$ cat src/rtl/rv_ctl_hs.sv
// rv_ctl_hs: multicycle RISC-V control FSM with a req/ready memory handshake,
// wait-state timeout, I-type ALU, BEQ/BNE/BLT/BGE, JAL, JALR and LUI.
// Optional feature macro: RV_CTL_ILLEGAL_TRAP_EN. When defined, unsupported
// instructions trap into the ILLEGAL state and raise the sticky 'illegal'
// output. When undefined, they retire as NOPs and the port does not exist.
module rv_ctl_hs #(
    parameter int TW          = 8,
    parameter int MEM_TIMEOUT = 200
) (
    input  logic        clk,
    input  logic        rst,
    input  logic [31:0] instr,
    input  logic        zero,
    input  logic        lt,
    input  logic        mem_ready,
    output logic        mem_req,
    output logic        memrw,
    output logic [1:0]  pcsource,
    output logic        pcwrite,
    output logic        pccen,
    output logic        irwrite,
    output logic        mdrwrite,
    output logic [1:0]  wbsel,
    output logic        regwen,
    output logic [2:0]  immsel,
    output logic [1:0]  asel,
    output logic [1:0]  bsel,
    output logic [3:0]  alusel,
    output logic        mem_err,
    output logic [3:0]  state_o
`ifdef RV_CTL_ILLEGAL_TRAP_EN
    ,
    output logic        illegal
`endif
);

    typedef enum logic [3:0] {
        S_FETCH     = 4'd0,
        S_DECODE    = 4'd1,
        S_MEM_ADDR  = 4'd2,
        S_LW_MEM    = 4'd3,
        S_LW_WB     = 4'd4,
        S_SW_MEM    = 4'd5,
        S_RTYPE_ALU = 4'd6,
        S_ITYPE_ALU = 4'd7,
        S_ALU_WB    = 4'd8,
        S_BR_EXEC   = 4'd9,
        S_JAL_EXEC  = 4'd10,
        S_JALR_EXEC = 4'd11,
        S_LUI_WB    = 4'd12,
        S_HALT      = 4'd13,
        S_ILLEGAL   = 4'd14
    } state_t;

    localparam logic [6:0] OP_LOAD   = 7'b0000011;
    localparam logic [6:0] OP_STORE  = 7'b0100011;
    localparam logic [6:0] OP_RTYPE  = 7'b0110011;
    localparam logic [6:0] OP_ITYPE  = 7'b0010011;
    localparam logic [6:0] OP_BRANCH = 7'b1100011;
    localparam logic [6:0] OP_JAL    = 7'b1101111;
    localparam logic [6:0] OP_JALR   = 7'b1100111;
    localparam logic [6:0] OP_LUI    = 7'b0110111;

    localparam logic [1:0] PC_INC      = 2'd0;
    localparam logic [1:0] PC_ALU      = 2'd1;
    localparam logic [1:0] PC_ALU_LSB0 = 2'd2;

    localparam logic [1:0] WB_PC     = 2'd0;
    localparam logic [1:0] WB_ALUOUT = 2'd1;
    localparam logic [1:0] WB_MDR    = 2'd2;
    localparam logic [1:0] WB_IMM    = 2'd3;

    localparam logic [2:0] IMM_I = 3'd0;
    localparam logic [2:0] IMM_S = 3'd1;
    localparam logic [2:0] IMM_B = 3'd2;
    localparam logic [2:0] IMM_J = 3'd3;
    localparam logic [2:0] IMM_U = 3'd4;

    localparam logic [1:0] A_REG = 2'd0;
    localparam logic [1:0] A_PCC = 2'd1;
    localparam logic [1:0] B_REG = 2'd0;
    localparam logic [1:0] B_IMM = 2'd1;

    localparam logic [3:0] ALU_ADD = 4'b0000;
    localparam logic [3:0] ALU_SUB = 4'b0001;

    localparam logic [TW-1:0] TMO     = TW'(MEM_TIMEOUT);
    localparam logic [TW-1:0] CNT_MAX = '1;

    state_t          state_q, state_d;
    logic [TW-1:0]   cnt_q, cnt_d;
    logic            err_q, err_d;
    logic            ill_q, ill_d;
    logic            req_s;
    logic            timeout;
    logic            taken;
    logic [6:0]      opcode;
    logic [2:0]      funct3;
    state_t          bad_dest;

    assign opcode  = instr[6:0];
    assign funct3  = instr[14:12];
    assign timeout = (cnt_q == TMO);

    logic unused_instr_bits;
    assign unused_instr_bits = ^{instr[31], instr[29:15], instr[11:7]};

`ifdef RV_CTL_ILLEGAL_TRAP_EN
    assign bad_dest = S_ILLEGAL;
    assign illegal  = ill_q;
`else
    assign bad_dest = S_FETCH;
`endif

    // Branch resolution from the datapath comparator flags.
    always_comb begin
        taken = 1'b0;
        case (funct3)
            3'b000:  taken = zero;
            3'b001:  taken = ~zero;
            3'b100:  taken = lt;
            3'b101:  taken = ~lt;
            default: taken = 1'b0;
        endcase
    end

    // Next-state, control outputs and wait-counter update.
    always_comb begin
        state_d  = state_q;
        err_d    = err_q;
        req_s    = 1'b0;
        memrw    = 1'b0;
        pcsource = PC_INC;
        pcwrite  = 1'b0;
        pccen    = 1'b0;
        irwrite  = 1'b0;
        mdrwrite = 1'b0;
        wbsel    = WB_PC;
        regwen   = 1'b0;
        immsel   = IMM_B;
        asel     = A_REG;
        bsel     = B_REG;
        alusel   = ALU_ADD;
        case (state_q)
            S_FETCH: begin
                req_s = 1'b1;
                if (mem_ready) begin
                    irwrite = 1'b1;
                    pcwrite = 1'b1;
                    pccen   = 1'b1;
                    state_d = S_DECODE;
                end else if (timeout) begin
                    err_d   = 1'b1;
                    state_d = S_HALT;
                end
            end
            S_DECODE: begin
                asel   = A_PCC;
                bsel   = B_IMM;
                immsel = IMM_B;
                case (opcode)
                    OP_LOAD, OP_STORE: state_d = (funct3 == 3'b010) ? S_MEM_ADDR : bad_dest;
                    OP_RTYPE:          state_d = S_RTYPE_ALU;
                    OP_ITYPE:          state_d = S_ITYPE_ALU;
                    OP_BRANCH:         state_d = S_BR_EXEC;
                    OP_JAL:            state_d = S_JAL_EXEC;
                    OP_JALR:           state_d = (funct3 == 3'b000) ? S_JALR_EXEC : bad_dest;
                    OP_LUI:            state_d = S_LUI_WB;
                    default:           state_d = bad_dest;
                endcase
            end
            S_MEM_ADDR: begin
                bsel    = B_IMM;
                immsel  = (opcode == OP_STORE) ? IMM_S : IMM_I;
                state_d = (opcode == OP_STORE) ? S_SW_MEM : S_LW_MEM;
            end
            S_LW_MEM: begin
                req_s = 1'b1;
                if (mem_ready) begin
                    mdrwrite = 1'b1;
                    state_d  = S_LW_WB;
                end else if (timeout) begin
                    err_d   = 1'b1;
                    state_d = S_HALT;
                end
            end
            S_LW_WB: begin
                wbsel   = WB_MDR;
                regwen  = 1'b1;
                state_d = S_FETCH;
            end
            S_SW_MEM: begin
                req_s = 1'b1;
                memrw = 1'b1;
                if (mem_ready) begin
                    state_d = S_FETCH;
                end else if (timeout) begin
                    err_d   = 1'b1;
                    state_d = S_HALT;
                end
            end
            S_RTYPE_ALU: begin
                alusel  = {funct3, instr[30]};
                state_d = S_ALU_WB;
            end
            S_ITYPE_ALU: begin
                bsel    = B_IMM;
                immsel  = IMM_I;
                alusel  = (funct3 == 3'b101) ? {funct3, instr[30]} : {funct3, 1'b0};
                state_d = S_ALU_WB;
            end
            S_ALU_WB: begin
                wbsel   = WB_ALUOUT;
                regwen  = 1'b1;
                state_d = S_FETCH;
            end
            S_BR_EXEC: begin
                alusel   = ALU_SUB;
                pcsource = PC_ALU;
                pcwrite  = taken;
                state_d  = S_FETCH;
            end
            S_JAL_EXEC: begin
                asel     = A_PCC;
                bsel     = B_IMM;
                immsel   = IMM_J;
                pcsource = PC_ALU;
                pcwrite  = 1'b1;
                regwen   = 1'b1;
                wbsel    = WB_PC;
                state_d  = S_FETCH;
            end
            S_JALR_EXEC: begin
                // rd receives the already-incremented PC; the new PC lands on the same edge.
                bsel     = B_IMM;
                immsel   = IMM_I;
                pcsource = PC_ALU_LSB0;
                pcwrite  = 1'b1;
                regwen   = 1'b1;
                wbsel    = WB_PC;
                state_d  = S_FETCH;
            end
            S_LUI_WB: begin
                immsel  = IMM_U;
                wbsel   = WB_IMM;
                regwen  = 1'b1;
                state_d = S_FETCH;
            end
            S_HALT, S_ILLEGAL: state_d = state_q;
            default:           state_d = S_FETCH;
        endcase

        ill_d = ill_q | (state_d == S_ILLEGAL);

        if ((state_d != state_q) &&
            ((state_d == S_FETCH) || (state_d == S_LW_MEM) || (state_d == S_SW_MEM)))
            cnt_d = '0;
        else if (req_s && !mem_ready && (cnt_q != CNT_MAX))
            cnt_d = cnt_q + 1'b1;
        else
            cnt_d = cnt_q;
    end

    // State, wait counter and sticky error flags.
    always_ff @(posedge clk or posedge rst) begin
        if (rst) begin
            state_q <= S_FETCH;
            cnt_q   <= '0;
            err_q   <= 1'b0;
            ill_q   <= 1'b0;
        end else begin
            state_q <= state_d;
            cnt_q   <= cnt_d;
            err_q   <= err_d;
            ill_q   <= ill_d;
        end
    end

    // A reset arriving mid-wait withdraws the request immediately.
    assign mem_req = req_s & ~rst;
    assign mem_err = err_q;
    assign state_o = state_q;

`ifndef RV_CTL_ILLEGAL_TRAP_EN
    logic unused_ill;
    assign unused_ill = ill_q;
`endif

endmodule

$ cat config.mk
export PLATFORM = sky130hd
export DESIGN_NAME = rv_ctl_hs
export DESIGN_NICKNAME = d
export VERILOG_FILES = /design/src/rtl/rv_ctl_hs.sv
export SDC_FILE = /design/constraint.sdc
export NUM_CORES = 1
export LEC_CHECK = 0
export CAP_MARGIN = 20
export CELL_PAD_IN_SITES_DETAIL_PLACEMENT = 1
export CELL_PAD_IN_SITES_GLOBAL_PLACEMENT = 1
export CORE_MARGIN = 2
export CORE_UTILIZATION = 31
export DETAILED_ROUTE_END_ITERATION = 6
export PLACE_DENSITY = 0.82
export SLEW_MARGIN = 20
export SYNTH_ARGS = -nofsm -noshare
export SYNTH_HDL_FRONTEND = slang
export SYNTH_SLANG_ARGS = --single-unit
$ cat constraint.sdc
create_clock -name clk -period 2.4 [get_ports clk]
set_clock_uncertainty 0.05 [all_clocks]
set_input_delay 0.48 -clock clk [delete_from_list [all_inputs] [get_ports clk]]
set_output_delay 0.48 -clock clk [all_outputs]
set_load 0.02 [all_outputs]
==> results of run 1 <==
[through the flow]
step	util	setup TNS, ns	hold slack, ns
6_report	0.508	-0.430	0.437
3_3_place_gp	0.463	-4.06	0.407
3_5_place_dp	0.463	-4.66	0.411
5_1_grt	0.508	-1.61	0.465
2_1_floorplan	-	0	0.307
4_1_cts	0.479	-0.0504	0.436
[cells in the final DEF, fill, tap and decap left out, types with 3 or more instances in the layout]
| cell | netlist | final |
|---|---|---|
| o221ai_2 | 1 | 6 |
| o21ai_1 | 1 | 3 |
| clkbuf_8 | 0 | 3 |
| nand3_1 | 11 | 11 |
| buf_4 | 5 | 44 |
| nand2_1 | 29 | 29 |
| dlymetal6s2s_1 | 0 | 8 |
| nor2b_1 | 5 | 4 |
| xnor2_2 | 1 | 3 |
| nor3_1 | 10 | 7 |
| clkdlybuf4s50_1 | 0 | 15 |
| dfrtp_2 | 0 | 3 |
| inv_1 | 20 | 19 |
| o31ai_1 | 3 | 3 |
| nand4_1 | 4 | 4 |
| nand2b_1 | 4 | 4 |
| dlygate4sd2_1 | 0 | 15 |
| and3_1 | 6 | 6 |
| a21oi_1 | 7 | 7 |
| o21ai_0 | 7 | 5 |
| xor2_1 | 7 | 6 |
| dfrtp_1 | 13 | 10 |
| nor2_1 | 18 | 17 |
[timing repair]
item,CTS,global route
setup buffers,3,3
gates resized for setup,37,26
pin swaps,6,5
hold buffers,0,0
endpoints found under the setup margin,24,17
[cell families after synthesis]
family                     Yosys count
xor gates and xnor gates            12
adders and majority gates            2
DFF                                 13
buffers and inverters               33
and+or+nand+nor                    106
other                                1
AOI/OAI and AO/OA                   50
muxes                                2
[per-layer routing]
layer | track usage | routed length (um)
met5 | 0 | 0
met3 | 0.0213 | 218
met4 | 0.0582 | 218
met1 | 0.255 | 2840
met2 | 0.399 | 3510
[state kept, by name (all words and copies together), names as in the netlist]
name and count:
state_o 4, cnt_q 8, mem_err 1
[how the worst min path moves through the flow]
stage	start	to	slack, ns	cells past startpoint
global placement	mem_err	mem_err	0.41	1
finish	mem_err	mem_err	0.44	1
global route	mem_err	mem_err	0.46	1
floorplan	rst	cnt_q[0]	0.31	1
CTS	mem_err	mem_err	0.44	1
detailed placement	mem_err	mem_err	0.41	1
[power by group through the flow]
stage                     clock, W  combinational (W)  sequential, W
final                     0.000206           0.000411       0.000267
after floorplan                  0           0.000199       0.000262
after CTS                 0.000202           0.000356       0.000266
after detailed placement         0           0.000348       0.000269
after global placement           0           0.000325       0.000268
after global routing      0.000218           0.000450       0.000271
[cell type report]
cell class | count | area (um^2) | share of cell area
Multi-Input combinational cell | 174 | 1280 | 0.495
Timing Repair Buffer | 87 | 764 | 0.297
Sequential cell | 13 | 329 | 0.128
Tap cell | 70 | 87.6 | 0.0340
Inverter | 20 | 75.1 | 0.0291
Clock buffer | 4 | 45.0 | 0.0175
==> metrics, run 1 <==
outcome complete, but fails checks; failing checks setup timing; Worst IR Drop VDD roughly 0.00018 V; post-synthesis cell area 0.00161 mm^2; Synth top area share 0.202; vias in the first global route roughly 2,100; CP Cell Sequence inv_1 -> ha_1 -> nand4bb_1 -> o31ai_1 -> a21oi_1 -> o21ai_4 -> xnor2_2 -> nor2_4 -> buf_12 -> o221ai_1; nets@finish 338; register area share after synthesis 0.202; placed inst area 0.00235 mm^2; CP max-delay cell dfrtp_1; synth unique cells 60; Synth Flop Type dfrtp_1; worst slew pin tran 0.658 ns; number of port buffers 40; leading area contributor after synthesis dfrtp_1; Worst Path Arrival around 2.6 ns; Worst-path clk slew roughly 0.06 ns; worst setup margin -0.0988 ns; LEAKAGE 1.26 nW; Startpoint Class flop; layout cells sized above 1 0.289; fin crit period between 2 and 2.5 ns; total power ~0.0009 W; mux contribution to synthesized area 0.0124; largest net degree at the start of global routing 14; Die Y approximately 76 um; worst skew pair latency roughly 0.25 ns; Post-synth EDFFs 0; Clk network pwr share 0.233; crit path max fanout 8; CP top delay family compound AO/OA/AOI/OAI gates; Hold Vio Cnt, Final 0; Initial Util 0.318; CP startpoint cnt_q[0]; Critical Path End cnt_q[7]; Worst Hold Class reg2reg; WP buf/inv 2; R2R setup slack -0.1 ns; cell count along the critical path 10; Reg power frac 0.302; first-pass GRT wire length 10,100 um; top post-synthesis cells by area dfrtp_1 20%, nand2_1 6.7%, inv_1 4.7%; Pint 0.000543 W; Post-synth ARST share 1.00; vias between 2,000 and 2,500; Worst Reg2Reg Path Length in Cells 10; antenna cells 0; Die X approximately 76 um; Post-synth top cells 29 x nand2_1, 20 x inv_1, 18 x nor2_1, 13 x dfrtp_1, 11 x nand3_1; Avg Inst Size Synth between 7 and 8 um^2; post-synthesis xor/xnor area fraction 0.0698; Synth Area in Compound Gates 0.247; final period utilization 1.04; P_sw around 0.00034 W; drt first-iter violations 128; Largest stage delay, worst path ~0.43 ns; #FFs+latches synth 13; antenna violations before repair 0; post-route ant nets 0; drt wl/cell roughly 18 um; R2R Path Start cnt_q[0]; H-tree Lvls 1; Finish-stage setup viols 8; top-count cell post-synth nand2_1; pre-CTS setup slack -0.546 ns; WL final ~6800 um; via/cell ratio 5.56; total CTS buffers 3; CTS sink count 13; Total Routing Usage GR 0.212; Sw Ratio 0.385; Layout Cells excl Fill about 370; Setup CP Type reg2reg; Fillers between 600 and 700; clock root cell clkbuf_8; Ports 64; Comb power frac 0.465; Bufs on Longest Clock Path 2; Max-Cap Viols 0; GPL Wtd Cong about 0.84; core footprint a little over 0.005 mm^2; Final Max Slew Viols 0; pwr dens approximately 340 mW/mm^2; Worst R2R End cnt_q[7]; highest clock rate between 400 and 500 MHz; post-route cell area approximately 0.0026 mm^2; row count 26; Synth warnings 0; grt total ovfl 0; Inst Count DP 358; main combinational cell family by area after synthesis simple AND/OR/NAND/NOR gates; Area Growth Syn to Fin 59.8%; post-DP HPWL ~4600 um; cells after synthesis around 220; headroom to the max-slew limit 0.556; CTS tree yes; Post-Synth Simple-Gate Area 0.358; adder-cell share of the synthesized area 0.0155; die area between 0.005 and 0.006 mm^2; DR pass1 iterations 4; crit end category flop; DRC 0; worst endpoint required time between 2 and 2.5 ns
(Power assumes the default switching activity.)
==> run 2, diff against run 1 <==
- GPL_ROUTABILITY_DRIVEN: not set -> 0
- SETUP_SLACK_MARGIN: not set -> 0.5
- SLEW_MARGIN: 20 -> not set
==> metrics, run 2 (synthesis results as in run 1) <==
Clk network pwr share 0.213 (was 0.233); Sw Ratio 0.429 (was 0.385); DR pass1 iterations 5 (was 4); largest net degree at the start of global routing 14 (unchanged); Die X 76.1 um (unchanged); Ports 64 (unchanged); post-route ant nets 0 (unchanged); CP Cell Sequence inv_1 -> ha_1 -> nand4bb_1 -> nor3_4 -> nand2_1 -> buf_4 -> nand3_1 -> a2bb2oi_2 -> buf_4 -> nand2_1 -> o221ai_2 (was inv_1 -> ha_1 -> nand4bb_1 -> o31ai_1 -> a21oi_1 -> o21ai_4 -> xnor2_2 -> nor2_4 -> buf_12 -> o221ai_1); first-pass GRT wire length 13,800 um (was 10,100 um); worst skew pair latency 0.25 ns (about the same); H-tree Lvls 1 (unchanged); crit path max fanout 8 (unchanged); CTS tree yes (unchanged); post-DP HPWL 4380 um (was 4560 um); antenna cells 0 (unchanged); Worst Hold Class reg2reg (unchanged); CP top delay family simple AND/OR/NAND/NOR gates (was compound AO/OA/AOI/OAI gates); outcome complete, but fails checks (unchanged); vias 2,522 (was 2,045); layout cells sized above 1 0.616 (was 0.289); Hold Vio Cnt, Final 0 (unchanged); worst slew pin tran 0.588 ns (was 0.658 ns); met1 Use GR 0.361 (was 0.255); row count 26 (unchanged); Startpoint Class flop (unchanged); Max-Cap Viols 0 (unchanged); core footprint 0.00507 mm^2 (unchanged); clock root cell clkbuf_8 (unchanged); fin crit period 2.41 ns (was 2.50 ns); most frequent cells in the layout 72 x buf_4, 35 x buf_6, 20 x nand2_1, 17 x inv_1, 11 x nor2_1 (was 44 x buf_4, 29 x nand2_1, 19 x inv_1, 17 x nor2_1); Initial Util 0.318 (unchanged); grt peak-use layer met2 (unchanged); drt wl/cell 26.4 um (was 18.4 um); headroom to the max-slew limit 0.608 (was 0.556); Final Max Slew Viols 0 (unchanged); highest clock rate 415 MHz (was 400 MHz); die area 0.00580 mm^2 (unchanged); drt first-iter violations 289 (was 128); Worst Path Arrival 2.48 ns (was 2.55 ns); WL final 10,800 um (was 6780 um); failing checks setup timing (unchanged); Finish-stage setup viols 2 (was 8); Die Y 76.1 um (unchanged); CTS sink count 13 (unchanged); Comb power frac 0.532 (was 0.465); GR Layer Usage met2 0.564 (was 0.399); nets@finish 381 (was 338); Worst IR Drop VDD 0.000345 V (was 0.000182 V); Reg power frac 0.255 (was 0.302); total power 0.00105 W (was 0.000883 W); Worst-path clk slew 0.08 ns (was 0.06 ns); crit end category flop (unchanged); DRC 0 (unchanged); worst setup margin -0.00835 ns (was -0.0988 ns); WP buf/inv 3 (was 2); pwr dens 324 mW/mm^2 (was 343 mW/mm^2); Pint 0.000602 W (was 0.000543 W); max reg flops 8 (unchanged); number of port buffers 40 (unchanged); worst endpoint required time 2.48 ns (was 2.45 ns); LEAKAGE 1.51 nW (was 1.26 nW); grt total ovfl 0 (unchanged); via/cell ratio 6.14 (was 5.56); Area Growth Syn to Fin 102% (was 59.8%); Largest stage delay, worst path 0.41 ns (was 0.43 ns); met3 Track Usage GR 0.0237 (was 0.0213); Total Routing Usage GR 0.297 (was 0.212); Bufs on Longest Clock Path 2 (unchanged); CP max-delay cell dfrtp_1 (unchanged); antenna violations before repair 0 (unchanged); Hold WS 0.452 ns (was 0.437 ns); commonest non-fill, non-tap cell in the layout buf_4 (unchanged); final core utilization 0.642 (was 0.508); final period utilization 1.00 (was 1.04); total CTS buffers 3 (unchanged); P_sw 0.000453 W (was 0.000340 W); Post-CTS Hold Buffers 0 (unchanged); Most flops, register cnt_q (unchanged); RSZ-0062 raised after global routing yes; Fillers 589 (was 639); setup TNS -0.0150 ns (was -0.430 ns); Setup CP Type reg2reg (unchanged); vias in the first global route 2,501 (was 2,129)
[run 2: worst paths after layout]
| path | start | endpoint | slack (ns) | depth (start not counted) |
|---|---|---|---|---|
| min in group asynchronous | rst | state_o[3] | 0.62 | 2 |
| setup reg to reg | cnt_q[1] | cnt_q[3] | -0.008 | 11 |
| max in group asynchronous | rst | state_o[2] | 1.26 | 2 |
| setup / recovery | cnt_q[1] | cnt_q[3] | -0.008 | 11 |
| hold / removal | mem_err | mem_err | 0.45 | 1 |
| hold reg to reg | mem_err | mem_err | 0.45 | 1 |
[run 2: what timing repair did]
| action | CTS | global route |
|---|---|---|
| endpoints found under the setup margin | 36 | 32 |
| gates resized for setup | 211 | 42 |
| setup buffers | 34 | 19 |
| pin swaps | 36 | 19 |
[run 2: final cells by class]
cell class,count,area [um^2],share of cell area
multi-input combinational,174,1580,0.485
inverter,20,81.3,0.0250
sequential,13,330,0.101
tap,70,87.6,0.0269
timing repair buffer,130,1130,0.348
clock buffer,4,45.0,0.0138
[run 2: routing by layer]
metal	vias to the layer above	share of wire
met5	-	0
met3	63	0.069
met1	1261	0.38
li1	1033	-
met4	0	0.058
met2	165	0.50
[run 2: metrics by stage]
step           instances  setup slack, ns  cell area [um^2]
6_report             411         -0.00835              3260
5_1_grt              411          -0.0397              3260
4_1_cts              392            0.256              2960
3_5_place_dp         354           -0.425              2410
3_3_place_gp         354           -0.387              2410
2_1_floorplan        220            0.363              1750
[run 2: power by group through the flow]
stage          Clock, W  Sequential, W  Combinational [W]
2_1_floorplan         0       0.000263           0.000214
6_report       0.000225       0.000268           0.000561
3_3_place_gp          0       0.000269           0.000322
5_1_grt        0.000230       0.000268           0.000590
3_5_place_dp          0       0.000270           0.000337
4_1_cts        0.000204       0.000260           0.000455
==> run 3, diff against run 2 <==
- CORE_ASPECT_RATIO: not set -> 0.8
- TNS_END_PERCENT: not set -> 20
==> metrics, run 3 (synthesis results as in run 1) <==
outcome completed (was complete, but fails checks); R2R Path Start state_o[0] (was cnt_q[1]); area of the multi-input gates 0.00154 mm^2 (was 0.00158 mm^2); clock root cell clkbuf_8 (unchanged); Clk network pwr share 0.198 (was 0.213); Setup CP Type reg2reg (unchanged); Worst Path Arrival 2.37 ns (was 2.48 ns); worst skew pair latency 0.26 ns (was 0.25 ns); layout cells sized above 1 0.520 (was 0.616); vias 2,381 (was 2,522); commonest non-fill, non-tap cell in the layout buf_4 (unchanged); Fillers 559 (was 589); pre-CTS setup slack -0.426 ns (was -0.425 ns); Die Y 68.5 um (was 76.1 um); Worst Reg2Reg Path Length in Cells 8 (was 11); Worst IR Drop VDD 0.000540 V (was 0.000345 V); via/cell ratio 6.03 (was 6.14); Finish-stage setup viols 0 (was 2); Ports 64 (unchanged); CTS sink count 13 (unchanged); largest net degree at the start of global routing 14 (unchanged); row count 23 (was 26); most frequent cells in the layout 66 x buf_4, 25 x nand2_1, 21 x buf_6, 16 x dlygate4sd2_1, 15 x inv_1 (was 72 x buf_4, 35 x buf_6, 20 x nand2_1, 17 x inv_1, 11 x nor2_1); Total Routing Usage GR 0.293 (was 0.297); drt wl/cell 26.8 um (was 26.4 um); Final Max Slew Viols 0 (unchanged); Comb power frac 0.548 (was 0.532); fin crit period 2.31 ns (was 2.41 ns); die area 0.00580 mm^2 (about the same); post-route ant nets 0 (unchanged); total power 0.00107 W (was 0.00105 W); post-DP HPWL 4410 um (was 4380 um); P_sw 0.000443 W (was 0.000453 W); Worst R2R End cnt_q[2] (was cnt_q[3]); worst endpoint required time 2.46 ns (was 2.48 ns); DRC 0 (unchanged); DR pass1 iterations 4 (was 5); antenna cells 0 (unchanged); Layout Cells excl Fill 395 (was 411); grt total ovfl 0 (unchanged); Critical Path End cnt_q[2] (was cnt_q[3]); pwr dens 346 mW/mm^2 (was 324 mW/mm^2); Worst-path clk slew 0.06 ns (was 0.08 ns); Max-Cap Viols 0 (unchanged); headroom to the max-slew limit 0.614 (was 0.608); vias in the first global route 2,283 (was 2,501); setup TNS 0 ns (was -0.0150 ns); worst setup margin 0.0856 ns (was -0.00835 ns); R2R setup slack 0.09 ns (was -0.008 ns); total CTS buffers 3 (unchanged); register area 330 um^2 (unchanged); Hold Vio Cnt, Final 0 (unchanged); worst slew pin tran 0.578 ns (was 0.588 ns); number of port buffers 40 (unchanged); Worst Hold Class reg2reg (unchanged); Inst Count DP 351 (was 354); Reg power frac 0.253 (was 0.255); CTS tree yes (unchanged); Initial Util 0.322 (was 0.318); WL final 10,600 um (was 10,800 um); antenna violations before repair 0 (unchanged); Die X 84.6 um (was 76.1 um); nets@finish 373 (was 381); H-tree Lvls 1 (unchanged); Pint 0.000629 W (was 0.000602 W); CP startpoint state_o[0] (was cnt_q[1]); crit end category flop (unchanged); Startpoint Class flop (unchanged); Area Growth Syn to Fin 92.2% (was 102%); LEAKAGE 1.44 nW (was 1.51 nW); RSZ-0062 raised after global routing yes (unchanged); max reg flops 8 (unchanged); first-pass GRT wire length 12,800 um (was 13,800 um); crit path max fanout 5 (was 8); highest clock rate 432 MHz (was 415 MHz); Most flops, register cnt_q (unchanged); core footprint 0.00501 mm^2 (was 0.00507 mm^2); Bufs on Longest Clock Path 2 (unchanged); Sw Ratio 0.414 (was 0.429); final period utilization 0.964 (was 1.00); drt first-iter violations 177 (was 289)
run 3: changes by cell type in the layout (fill, tap and decap cells not counted), sizes merged:
cell and change:
clkdlybuf4s15 +1, clkinvlp -1, clkdlybuf4s50 +3, dlygate4sd2 +10
buf -22, inv +1
run 3: timing repair:
item	4_1_cts	5_1_grt
hold buffers	0	0
gates resized for setup	147	32
pin swaps	25	10
endpoints found under the setup margin	36	36
buffers inserted	31	9
run 3: power by group through the flow:
stage	clock network, W	registers, W	logic [W]
6_report	0.000213	0.000272	0.000588
5_1_grt	0.000225	0.000273	0.000609
2_1_floorplan	0	0.000263	0.000213
4_1_cts	0.000202	0.000262	0.000432
3_5_place_dp	0	0.000271	0.000346
3_3_place_gp	0	0.000271	0.000329
run 3: worst max-delay path, cell delays in order, from the launching register on:
cell and delay, ns:
dfrtp_2 0.49, nor2b_4 0.25, nand4_1 0.20, a221o_1 0.36, o21ai_4 0.30, xnor2_4 0.12, nor2_4 0.12, buf_6 0.13
o221ai_1 0.13
run 3: metal layers:
metal	vias up	routed length (um)	GRT usage
met5	-	0	0
met4	0	636	0.107
met3	61	717	0.0512
met2	131	5200	0.527
met1	1173	4030	0.359
li1	1016	-	-
run 3: worst min path at each step:
stage	from	to	slack, ns	cells past startpoint
2_1_floorplan	rst	cnt_q[0]	0.31	1
3_3_place_gp	mem_err	mem_err	0.42	1
3_5_place_dp	mem_err	mem_err	0.43	1
4_1_cts	mem_err	mem_err	0.45	1
5_1_grt	mem_err	mem_err	0.47	1
6_report	mem_err	mem_err	0.45	1
run 3: layout make-up:
| cell class | count | share of cell area |
|---|---|---|
| Sequential cell | 13 | 0.107 |
| Inverter | 20 | 0.0250 |
| Multi-Input combinational cell | 174 | 0.497 |
| Timing Repair Buffer | 122 | 0.332 |
| Clock buffer | 4 | 0.0145 |
| Tap cell | 62 | 0.0250 |
run 3: through the flow:
step                area (um^2)  utilization  hold slack, ns
floorplan                  1730            -           0.307
global placement           2420        0.484           0.423
detailed placement         2420        0.484           0.427
CTS                        2900        0.578           0.454
global route               3100        0.619           0.471
finish                     3100        0.619           0.445
